==> src/rtl/apb_master_bridge.sv <==
`default_nettype none
// ============================================================================
// Module   : apb_master_bridge
// Purpose  : CPU request bus to APB initiator. Decodes the peripheral region
//            into a one-hot PSEL, sequences SETUP/ACCESS, and returns a
//            one-cycle ready pulse with read data and an error flag.
// Options  : APB_TIMEOUT_EN - abort an ACCESS phase after TIMEOUT_CYC
//            wait cycles with err=1.
// Revision : 1.0 - initial release
// ============================================================================
module apb_master_bridge #(
  parameter int          NUM_SLV     = 4,
  parameter logic [15:0] BASE_HI     = 16'h1000,
  parameter int          TIMEOUT_CYC = 255
) (
  input  logic                  PCLK,
  input  logic                  PRESET,
  input  logic                  req,
  input  logic                  we,
  input  logic [31:0]           addr,
  input  logic [31:0]           wdata,
  output logic [31:0]           rdata,
  output logic                  ready,
  output logic                  err,
  output logic [31:0]           PADDR,
  output logic                  PWRITE,
  output logic [31:0]           PWDATA,
  output logic                  PENABLE,
  output logic [NUM_SLV-1:0]    PSEL,
  input  logic [NUM_SLV*32-1:0] PRDATA,
  input  logic [NUM_SLV-1:0]    PREADY
);

  // Reject unsupported configurations at elaboration time.
  if (NUM_SLV < 1 || NUM_SLV > 16 || TIMEOUT_CYC < 1) begin : g_bad_param
    $error("apb_master_bridge: NUM_SLV must be 1..16 and TIMEOUT_CYC >= 1");
  end

  typedef enum logic [1:0] {
    IDLE   = 2'd0,
    SETUP  = 2'd1,
    ACCESS = 2'd2
  } state_t;

  state_t               state_q,   state_d;
  logic [31:0]          paddr_q,   paddr_d;
  logic                 pwrite_q,  pwrite_d;
  logic [31:0]          pwdata_q,  pwdata_d;
  logic                 penable_q, penable_d;
  logic [NUM_SLV-1:0]   psel_q,    psel_d;
  logic [31:0]          rdata_q,   rdata_d;
  logic                 ready_q,   ready_d;
  logic                 err_q,     err_d;

`ifdef APB_TIMEOUT_EN
  // At least 8 bits, wider only if the limit needs it.
  localparam int CNT_W = (TIMEOUT_CYC > 255) ? $clog2(TIMEOUT_CYC + 1) : 8;
  logic [CNT_W-1:0]     wait_cnt_q, wait_cnt_d;
`endif

  logic                 hit;
  logic [NUM_SLV-1:0]   psel_dec;
  logic                 pready_sel;
  logic [31:0]          prdata_sel;

  // Address decode and selected-slave response mux; PSEL is already one-hot,
  // so it doubles as the mux select and no separate index register is kept.
  always_comb begin
    hit        = (addr[31:16] == BASE_HI) && (32'(addr[15:12]) < 32'(NUM_SLV));
    psel_dec   = '0;
    prdata_sel = '0;
    for (int i = 0; i < NUM_SLV; i++) begin
      psel_dec[i] = (addr[15:12] == 4'(i));
      if (psel_q[i]) prdata_sel = prdata_sel | PRDATA[32*i +: 32];
    end
    pready_sel = |(psel_q & PREADY);
  end

  // Next-state and next-output computation for the SETUP/ACCESS sequencer.
  always_comb begin
    state_d   = state_q;
    paddr_d   = paddr_q;
    pwrite_d  = pwrite_q;
    pwdata_d  = pwdata_q;
    penable_d = penable_q;
    psel_d    = psel_q;
    rdata_d   = '0;
    ready_d   = 1'b0;
    err_d     = 1'b0;
`ifdef APB_TIMEOUT_EN
    wait_cnt_d = wait_cnt_q;
`endif
    case (state_q)
      IDLE: begin
        // ready_q blocks a level-held req from being taken twice.
        if (req && !ready_q) begin
          paddr_d  = addr;
          pwrite_d = we;
          pwdata_d = wdata;
          if (hit) begin
            psel_d  = psel_dec;
            state_d = SETUP;
          end else begin
            ready_d = 1'b1;
            err_d   = 1'b1;
          end
        end
      end
      SETUP: begin
        penable_d = 1'b1;
        state_d   = ACCESS;
`ifdef APB_TIMEOUT_EN
        wait_cnt_d = '0;
`endif
      end
      ACCESS: begin
        if (pready_sel) begin
          psel_d    = '0;
          penable_d = 1'b0;
          ready_d   = 1'b1;
          rdata_d   = pwrite_q ? 32'd0 : prdata_sel;
          state_d   = IDLE;
        end
`ifdef APB_TIMEOUT_EN
        // This stall cycle is the one that brings the count to TIMEOUT_CYC.
        else if (wait_cnt_q == CNT_W'(TIMEOUT_CYC - 1)) begin
          psel_d    = '0;
          penable_d = 1'b0;
          ready_d   = 1'b1;
          err_d     = 1'b1;
          state_d   = IDLE;
        end else begin
          wait_cnt_d = wait_cnt_q + 1'b1;
        end
`endif
      end
      default: state_d = IDLE;
    endcase
  end

  // All state and outputs registered; PRESET clears everything asynchronously.
  always_ff @(posedge PCLK or posedge PRESET) begin
    if (PRESET) begin
      state_q    <= IDLE;
      paddr_q    <= '0;
      pwrite_q   <= 1'b0;
      pwdata_q   <= '0;
      penable_q  <= 1'b0;
      psel_q     <= '0;
      rdata_q    <= '0;
      ready_q    <= 1'b0;
      err_q      <= 1'b0;
`ifdef APB_TIMEOUT_EN
      wait_cnt_q <= '0;
`endif
    end else begin
      state_q    <= state_d;
      paddr_q    <= paddr_d;
      pwrite_q   <= pwrite_d;
      pwdata_q   <= pwdata_d;
      penable_q  <= penable_d;
      psel_q     <= psel_d;
      rdata_q    <= rdata_d;
      ready_q    <= ready_d;
      err_q      <= err_d;
`ifdef APB_TIMEOUT_EN
      wait_cnt_q <= wait_cnt_d;
`endif
    end
  end

  assign PADDR   = paddr_q;
  assign PWRITE  = pwrite_q;
  assign PWDATA  = pwdata_q;
  assign PENABLE = penable_q;
  assign PSEL    = psel_q;
  assign rdata   = rdata_q;
  assign ready   = ready_q;
  assign err     = err_q;

endmodule
`default_nettype wire

==> config.mk <==
export PLATFORM = sky130hd
export DESIGN_NAME = apb_master_bridge
export DESIGN_NICKNAME = d
export VERILOG_FILES = /design/src/rtl/apb_master_bridge.sv
export SDC_FILE = /design/constraint.sdc
export NUM_CORES = 1
export LEC_CHECK = 0
export CORE_MARGIN = 8
export CORE_UTILIZATION = 38
export DETAILED_ROUTE_END_ITERATION = 6
export GPL_TIMING_DRIVEN = 0
export PLACE_DENSITY_LB_ADDON = 0.25
export SLEW_MARGIN = 40
export SYNTH_ARGS = -nofsm -noshare
export SYNTH_HDL_FRONTEND = slang
export SYNTH_SLANG_ARGS = --single-unit
==> constraint.sdc <==
create_clock -name PCLK -period 7.05 [get_ports PCLK]
set_clock_uncertainty 0.1 [all_clocks]
set_input_delay 1.7625 -clock PCLK [delete_from_list [all_inputs] [get_ports PCLK]]
set_output_delay 1.7625 -clock PCLK [all_outputs]
set_load 0.005 [all_outputs]
==> results.md, run 1 <==
* Total DRC errors in the routed layout at 0
* Mux contribution to synthesized area at 0.902%
* Final hold violation count at 0
* Area enclosed by the die boundary at 15400 µm²
* R2R cell count at 7
* Endpoint class of the critical path: flop
* Hold buffer count at cts at 0
* Share of synthesized area occupied by flip-flops and latches at 59.8%
* Post-synthesis cell type count at 26
* H-tree depth at 3
* Hold path startpoint: PADDR[30]
* Total negative slack at 0 ps
* Slowest stage delay, CP at 440 ps
* Launching point of the worst reg2reg path: PSEL[2]
* Maximum net fanout on the critical path at 10
* Compound-Gate Fraction of Synth Area at between 10% and 20%
* Gpl congestion at roughly 0.90
* Dominant combinational cell family by area after synthesis: simple AND/OR/NAND/NOR gates
* Row Count at 39
* Max-capacitance violation count at 0
* Master of the slowest instance on the critical path: sky130_fd_sc_hd__clkdlybuf4s50_1
* Largest buffer count on any clock path at 2
* Final number of setup-violating endpoints at 0
* Classification of the worst setup path: primary input to flop
* Routed Wire Length at 18700 µm
* Slew margin rel. at 61.5%
* Worst path arrival time at approximately 3400 ps
* Highest routed layer: met4
* Post-synthesis cell count at 467
* Pin count of the biggest net entering global routing at 57
* Critical path's most frequent cell: sky130_fd_sc_hd__buf_2
* Launching instance or port of the critical path: PREADY[3]
* Core Area at roughly 11000 µm²
* Transition time at the pin with the least slew margin at 578 ps
* Die Width at ~120 µm
* Sinks on the clock net at between 100 and 150
* Pwr dens at 193 nW/µm²
* Number of nets at the end of the flow at 982
* Maximum clock rate at 0.302 GHz
* Number of vias after detailed routing at 4620
* Total global routing track utilization at 23.4%
* Number of search-and-repair iterations in the first detailed-routing pass at 5
* Starting utilization of the core area at 38.9%
* Worst ir drop on vdd at 121 µV
* Largest cells by area after synthesis: sky130_fd_sc_hd__dfrtp_1, sky130_fd_sc_hd__nand2_1, sky130_fd_sc_hd__a22oi_1
* Post-detailed-route via-to-cell ratio at 4.97
* Required time at the worst-slack endpoint at between 7000 and 8000 ps
* FF+latch count, synth at 106
* Post-DP HPWL at 15200 µm
* Number of synthesis warnings at 0
* Most frequently used cell type in the post-synthesis netlist: sky130_fd_sc_hd__nand2_1
* Leakage component of the power at 3.47 nW
* Post-placement cell area at between 7000 and 8000 µm²
* Clock-pin transition on the worst setup and hold timing paths at 70 ps
* Count of boundary I/O pins at between 300 and 400
* Adder-cell share of the synthesized area at 0%
* Number of global-route vias before repair at 5013
* Most area-hungry cell type in the Yosys netlist: sky130_fd_sc_hd__dfrtp_1
* Average cell area after synthesis at 9.50 µm²
* Fraction of registers with async set/reset at between 90% and 100%
* Area share of and/or/nand/nor cells after synthesis at 20.1%
* Clock insertion delay at the later pin of the skew report at 340 ps
* Summed instance area of the synthesized netlist at 4440 µm²
* Number of antenna violations at the first check in global routing at 0
* Metal2 WL at 9450 µm
* Fraction of synthesized cell area taken by the top area cell type at 59.8%
* Post-Synth XOR/XNOR Area at 0%
* Number of nets produced by synthesis at approximately 670
* Number of gates resized after CTS at 0
* Detailed-route wire length per cell at 20.1 µm
* Iteration-0 DRC Markers at 247
* Type of the tightest min-delay check: flop to flop
* Startpoint types: primary input
* Wire length of the first global-routing pass at 27400 µm
* Final Critical Period at 3310 ps
* List of cells traversed by the critical path: clkdlybuf4s50_1 -> a22o_1 -> o21ai_2 -> or2_2 -> buf_2 -> buf_2 -> a21oi_1
* Count of port buffers added during placement at slightly above 300
* TritonCTS clock tree: yes
* Final standard cell area without fillers at approximately 8000 µm²
* Met3 wire length at 2090 µm
* Root cell of the clock tree: sky130_fd_sc_hd__clkbuf_16
* Growth of design area from synthesis to finish at 80.5%
* Max-slew violations at 0
* Most used standard cells in the synthesized netlist: sky130_fd_sc_hd__nand2_1, sky130_fd_sc_hd__dfrtp_1, sky130_fd_sc_hd__a22oi_1, sky130_fd_sc_hd__a21oi_1
* Die Span Y at 124 µm
* Final cycle utilization of the critical path at between 40% and 50%
* Setup slack on the worst flop-to-flop path at about 5000 ps
* M1 wire length at around 6600 µm
* Post-CTS setup-driven buffer insertion count at 0
* Antenna diodes at 0
* Most used flip-flop cell after synthesis: sky130_fd_sc_hd__dfrtp_1
* Number of instances on the worst hold path at 2
* Number of enable flip-flop cells after synthesis at 0
* Number of buffers added by the clock tree synthesis step at 9
* Outcome: completed
* Share of layout cells above drive strength 1 at 5.34%
* Unrepaired setup endpoints after global routing: no
* DRT antenna net count at 0
* Overflow left after global routing at 0
[layer usage]
layer / global-route usage [%] / vias up
met5: 0 / -
li1: - / 2206
met3: 9.25 / 35
met2: 41.5 / 232
met4: 9.67 / 0
met1: 24.1 / 2147
[cell type report]
class,count,area (µm²)
timing repair buffer,304,3060
fill,867,3410
clock buffer,9,225
tap,143,179
clock inverter,7,100
sequential,106,2650
multi-input combinational,325,1620
buffer,35,160
inverter,1,11.3
[critical path: cells and delay by family]
kind / cells / cell delay, ps
buf+inv: 3 / 830
compound gates: 3 / 660
simple gates: 1 / 170
[placed cells by master, fill, tap and decap left out]
| cell | n |
|---|---|
| sky130_fd_sc_hd__clkdlybuf4s50_1 | 303 |
| sky130_fd_sc_hd__nand2_1 | 200 |
| sky130_fd_sc_hd__dfrtp_1 | 106 |
| sky130_fd_sc_hd__a22oi_1 | 64 |
| sky130_fd_sc_hd__a21oi_1 | 32 |
| sky130_fd_sc_hd__clkbuf_1 | 17 |
| sky130_fd_sc_hd__buf_2 | 17 |
| sky130_fd_sc_hd__clkbuf_16 | 9 |
| sky130_fd_sc_hd__nor4_1 | 4 |
| sky130_fd_sc_hd__mux2i_1 | 4 |
| sky130_fd_sc_hd__nor2_1 | 3 |
| sky130_fd_sc_hd__a22o_1 | 2 |
| sky130_fd_sc_hd__a21o_1 | 2 |
| sky130_fd_sc_hd__nand3b_1 | 2 |
| sky130_fd_sc_hd__bufinv_16 | 2 |
| sky130_fd_sc_hd__inv_6 | 2 |
| sky130_fd_sc_hd__clkinv_4 | 2 |
| sky130_fd_sc_hd__nor4b_1 | 1 |
| sky130_fd_sc_hd__or4b_4 | 1 |
| sky130_fd_sc_hd__buf_6 | 1 |
| sky130_fd_sc_hd__and2b_1 | 1 |
| sky130_fd_sc_hd__o21ai_2 | 1 |
| sky130_fd_sc_hd__or2_2 | 1 |
| sky130_fd_sc_hd__nand4b_1 | 1 |
| sky130_fd_sc_hd__o21ai_0 | 1 |
| sky130_fd_sc_hd__inv_8 | 1 |
| sky130_fd_sc_hd__nor3_4 | 1 |
| sky130_fd_sc_hd__nor3_2 | 1 |
| sky130_fd_sc_hd__nand3_1 | 1 |
| sky130_fd_sc_hd__nor2b_1 | 1 |
| sky130_fd_sc_hd__or3b_2 | 1 |
| sky130_fd_sc_hd__clkinv_2 | 1 |
| sky130_fd_sc_hd__buf_16 | 1 |
[metrics by stage]
stage | util (%) | std cells | power, W | hold WS [ps] | worst slack (ps)
2_1_floorplan | - | 467 | 0.000765 | 370 | 2400
3_3_place_gp | 67.0 | 913 | 0.00100 | 357 | 834
3_5_place_dp | 67.3 | 914 | 0.00101 | 362 | 3370
4_1_cts | 70.1 | 930 | 0.00156 | 379 | 3730
5_1_grt | 70.1 | 930 | 0.00161 | 396 | 3630
6_report | 70.1 | 930 | 0.00155 | 376 | 3740
[final timing paths]
path	to
min	PADDR[30]
max	rdata[8]
max in group asynchronous	PADDR[27]
min reg2reg	PADDR[30]
min in group asynchronous	PWDATA[19]
max reg2reg	rdata[8]
[sequential cells by signal (all words and copies together), names as in the netlist]
name,count
rdata,32
PWRITE,1
state_q,2
err,1
PADDR,32
ready,1
PENABLE,1
PWDATA,32
PSEL,4
[where the power goes]
| group | switching (W) | leakage, nW | internal, W | total [W] |
|---|---|---|---|---|
| Combinational | 0.000109 | 1.94 | 0.000206 | 0.000314 |
| Sequential | 0.0000269 | 1.37 | 0.000657 | 0.000684 |
| Clock | 0.000234 | 0.160 | 0.000315 | 0.000548 |
[kinds of logic after synthesis]
kind of cell / Yosys count
compound gates: 102
mux: 4
simple gates: 219
buf+inv: 36
flops: 106
Power figures use the tool's default switching activity.
==> run 2, diff against run 1 <==
Settings changed: CORE_UTILIZATION 38 to 32.
Clock period 7.05 ns to 2.7 ns, I/O delays scaled along.
==> results.md, run 2 (synthesis results as in run 1) <==
* Outcome: completed
* Number of nets at the end of the flow at 985 (+0.31%)
* Transition time at the pin with the least slew margin at 569 ps (-9.24 ps)
* Total power draw at 0.00397 W (+160%)
* Slew margin rel. at 62.0% (+0.54 points)
* TritonCTS clock tree: yes
* End of the worst register-to-register path: rdata[25]
* Slowest stage delay, CP at 400 ps (-40 ps)
* Final number of setup-violating endpoints at 0 (unchanged)
* Routed Wire Length at 18900 µm (+1.4%)
* Worst path arrival time at 2320 ps (-1110 ps)
* Critical path's most frequent cell: sky130_fd_sc_hd__buf_2
* Post-CTS setup-driven buffer insertion count at 0 (unchanged)
* Classification of the worst setup path: primary input to flop
* Total DRC errors in the routed layout at 0 (unchanged)
* Detailed-route wire length per cell at 19.5 µm (-2.8%)
* Clock-pin transition on the worst setup and hold timing paths at 70 ps (about the same)
* Startpoint types: primary input
* Final hold violation count at 0 (unchanged)
* Max-capacitance violation count at 0 (unchanged)
* Pin count of the biggest net entering global routing at 26 (-54%)
* Maximum clock rate at 0.454 GHz
* Count of boundary I/O pins at 304 (unchanged)
* Starting utilization of the core area at 32.3% (-6.5 points)
* Root cell of the clock tree: sky130_fd_sc_hd__clkbuf_16
* Row Count at 43 (+10%)
* Gpl congestion at 0.872 (-3.0%)
* Launching point of the worst reg2reg path: PSEL[2]
* Core Area at 13700 µm² (+20%)
* Required time at the worst-slack endpoint at 2820 ps (-4340 ps)
* Most frequent cells in the layout: sky130_fd_sc_hd__clkdlybuf4s50_1, sky130_fd_sc_hd__nand2_1, sky130_fd_sc_hd__dfrtp_1
* Final hold slack at 372 ps (-4.42 ps)
* Wire length of the first global-routing pass at 29200 µm (+6.6%)
* Unrepaired setup endpoints after global routing: no
* Buffering stage count on the worst path with inverters included at 3 (unchanged)
* Total global routing track utilization at 21.0% (-2.3 points)
* Number of buffers added by the clock tree synthesis step at 9 (unchanged)
* List of cells traversed by the critical path: clkdlybuf4s50_1 -> a22o_1 -> o21ai_2 -> or2_2 -> buf_2 -> buf_2 -> a21oi_1
* Number of vias after detailed routing at 4671 (+1.1%)
* H-tree depth at 3 (unchanged)
* WP depth at 7 (unchanged)
* Leakage component of the power at 3.48 nW (+0.29%)
* Largest buffer count on any clock path at 2 (unchanged)
* Type of the tightest min-delay check: flop to flop
* Number of cells in the design after placement at 954 (+4.4%)
* Setup slack on the worst flop-to-flop path at 700 ps (-4330 ps)
* Maximum net fanout on the critical path at 10 (unchanged)
* Area enclosed by the die boundary at 17900 µm² (+16%)
* Master of the slowest instance on the critical path: sky130_fd_sc_hd__clkdlybuf4s50_1
* Endpoint class of the critical path: flop
* Launching instance or port of the critical path: PREADY[2]
* Top Family by Delay on Critical Path: buffers and inverters
* Sinks on the clock net at 106 (unchanged)
* Worst slack at placement at 129 ps (-3240 ps)
* Number of search-and-repair iterations in the first detailed-routing pass at 4 (-1)
* Growth of design area from synthesis to finish at 82.6%
* Number of global-route vias before repair at 5000 (-0.26%)
* Post-DP HPWL at 15400 µm (+1.5%)
* Hold buffer count at cts at 0 (unchanged)
* Most common library cell in the layout ignoring fill and taps: sky130_fd_sc_hd__clkdlybuf4s50_1
* CP endpoint: rdata[25]
* Non-filler cells, final at 970 (+4.3%)
* R2R cell count at 7 (unchanged)
* Worst Slack Setup Final at 500 ps (-3240 ps)
* Overflow left after global routing at 0 (unchanged)
* Post-detailed-route via-to-cell ratio at 4.82 (-3.1%)
* Clock insertion delay at the later pin of the skew report at 350 ps (about the same)
* Antenna diodes at 0 (unchanged)
* Number of gates resized after CTS at 0 (unchanged)
* Share of layout cells above drive strength 1 at 5.57% (+0.23 points)
* Finished Core Util at 59.0% (-11 points)
* Count of port buffers added during placement at 303 (unchanged)
* Number of antenna violations at the first check in global routing at 0 (unchanged)
* Die Span Y at 134 µm (+7.8%)
* Iteration-0 DRC Markers at 332 (+34%)
* Pwr dens at 490 nW/µm² (+150%)
* Max-slew violations at 0 (unchanged)
* Die Width at 134 µm (+7.8%)
* Worst ir drop on vdd at 321 µV (+170%)
* Final cycle utilization of the critical path at 81.5%
* Final Critical Period at ~2200 ps
* DRT antenna net count at 0 (unchanged)
run 2: cell type report:
class / count / area, µm²
buffer: 35 / 160
inverter: 1 / 7.51
multi-input combinational: 325 / 1620
sequential: 106 / 2650
tap: 180 / 225
clock buffer: 12 / 256
timing repair buffer: 307 / 3130
fill: 1179 / 5620
clock inverter: 4 / 50.0
run 2: power breakdown:
group | switching, W | leakage, nW | internal, W | total [W]
combinational | 0.000284 | 1.97 | 0.000546 | 0.000830
sequential | 0.0000710 | 1.37 | 0.00172 | 0.00179
clock | 0.000581 | 0.145 | 0.000769 | 0.00135
total | 0.000936 | 3.48 | 0.00303 | 0.00397
run 2: worst min-delay path by stage:
stage                from          to  cells after the start
6_report       PWDATA[28]  PWDATA[28]                      2
5_1_grt           PENABLE     PENABLE                      1
4_1_cts          PADDR[7]    PADDR[7]                      2
3_5_place_dp     PADDR[7]    PADDR[7]                      2
3_3_place_gp   PWDATA[14]  PWDATA[14]                      2
2_1_floorplan    PADDR[0]    PADDR[0]                      2
run 2: metal layers:
metal | vias to the layer above | share of wire (%) | global-route usage [%]
met1 | 2234 | 40 | 24.5
met2 | 210 | 50 | 36.1
met4 | 0 | 1.5 | 6.43
met3 | 15 | 8.3 | 6.70
li1 | 2212 | - | -
met5 | - | 0 | 0
run 2: metrics by stage:
step	area, µm²	TNS (ps)
6_report	8100	0
5_1_grt	8100	0
4_1_cts	8100	0
3_5_place_dp	7790	0
3_3_place_gp	7700	-46240
2_1_floorplan	4440	0
run 2: worst min-delay path, cell delays in order (launching register included):
cell and delay, ps:
sky130_fd_sc_hd__dfrtp_1 340, sky130_fd_sc_hd__nand2_1 50, sky130_fd_sc_hd__nand2_1 50
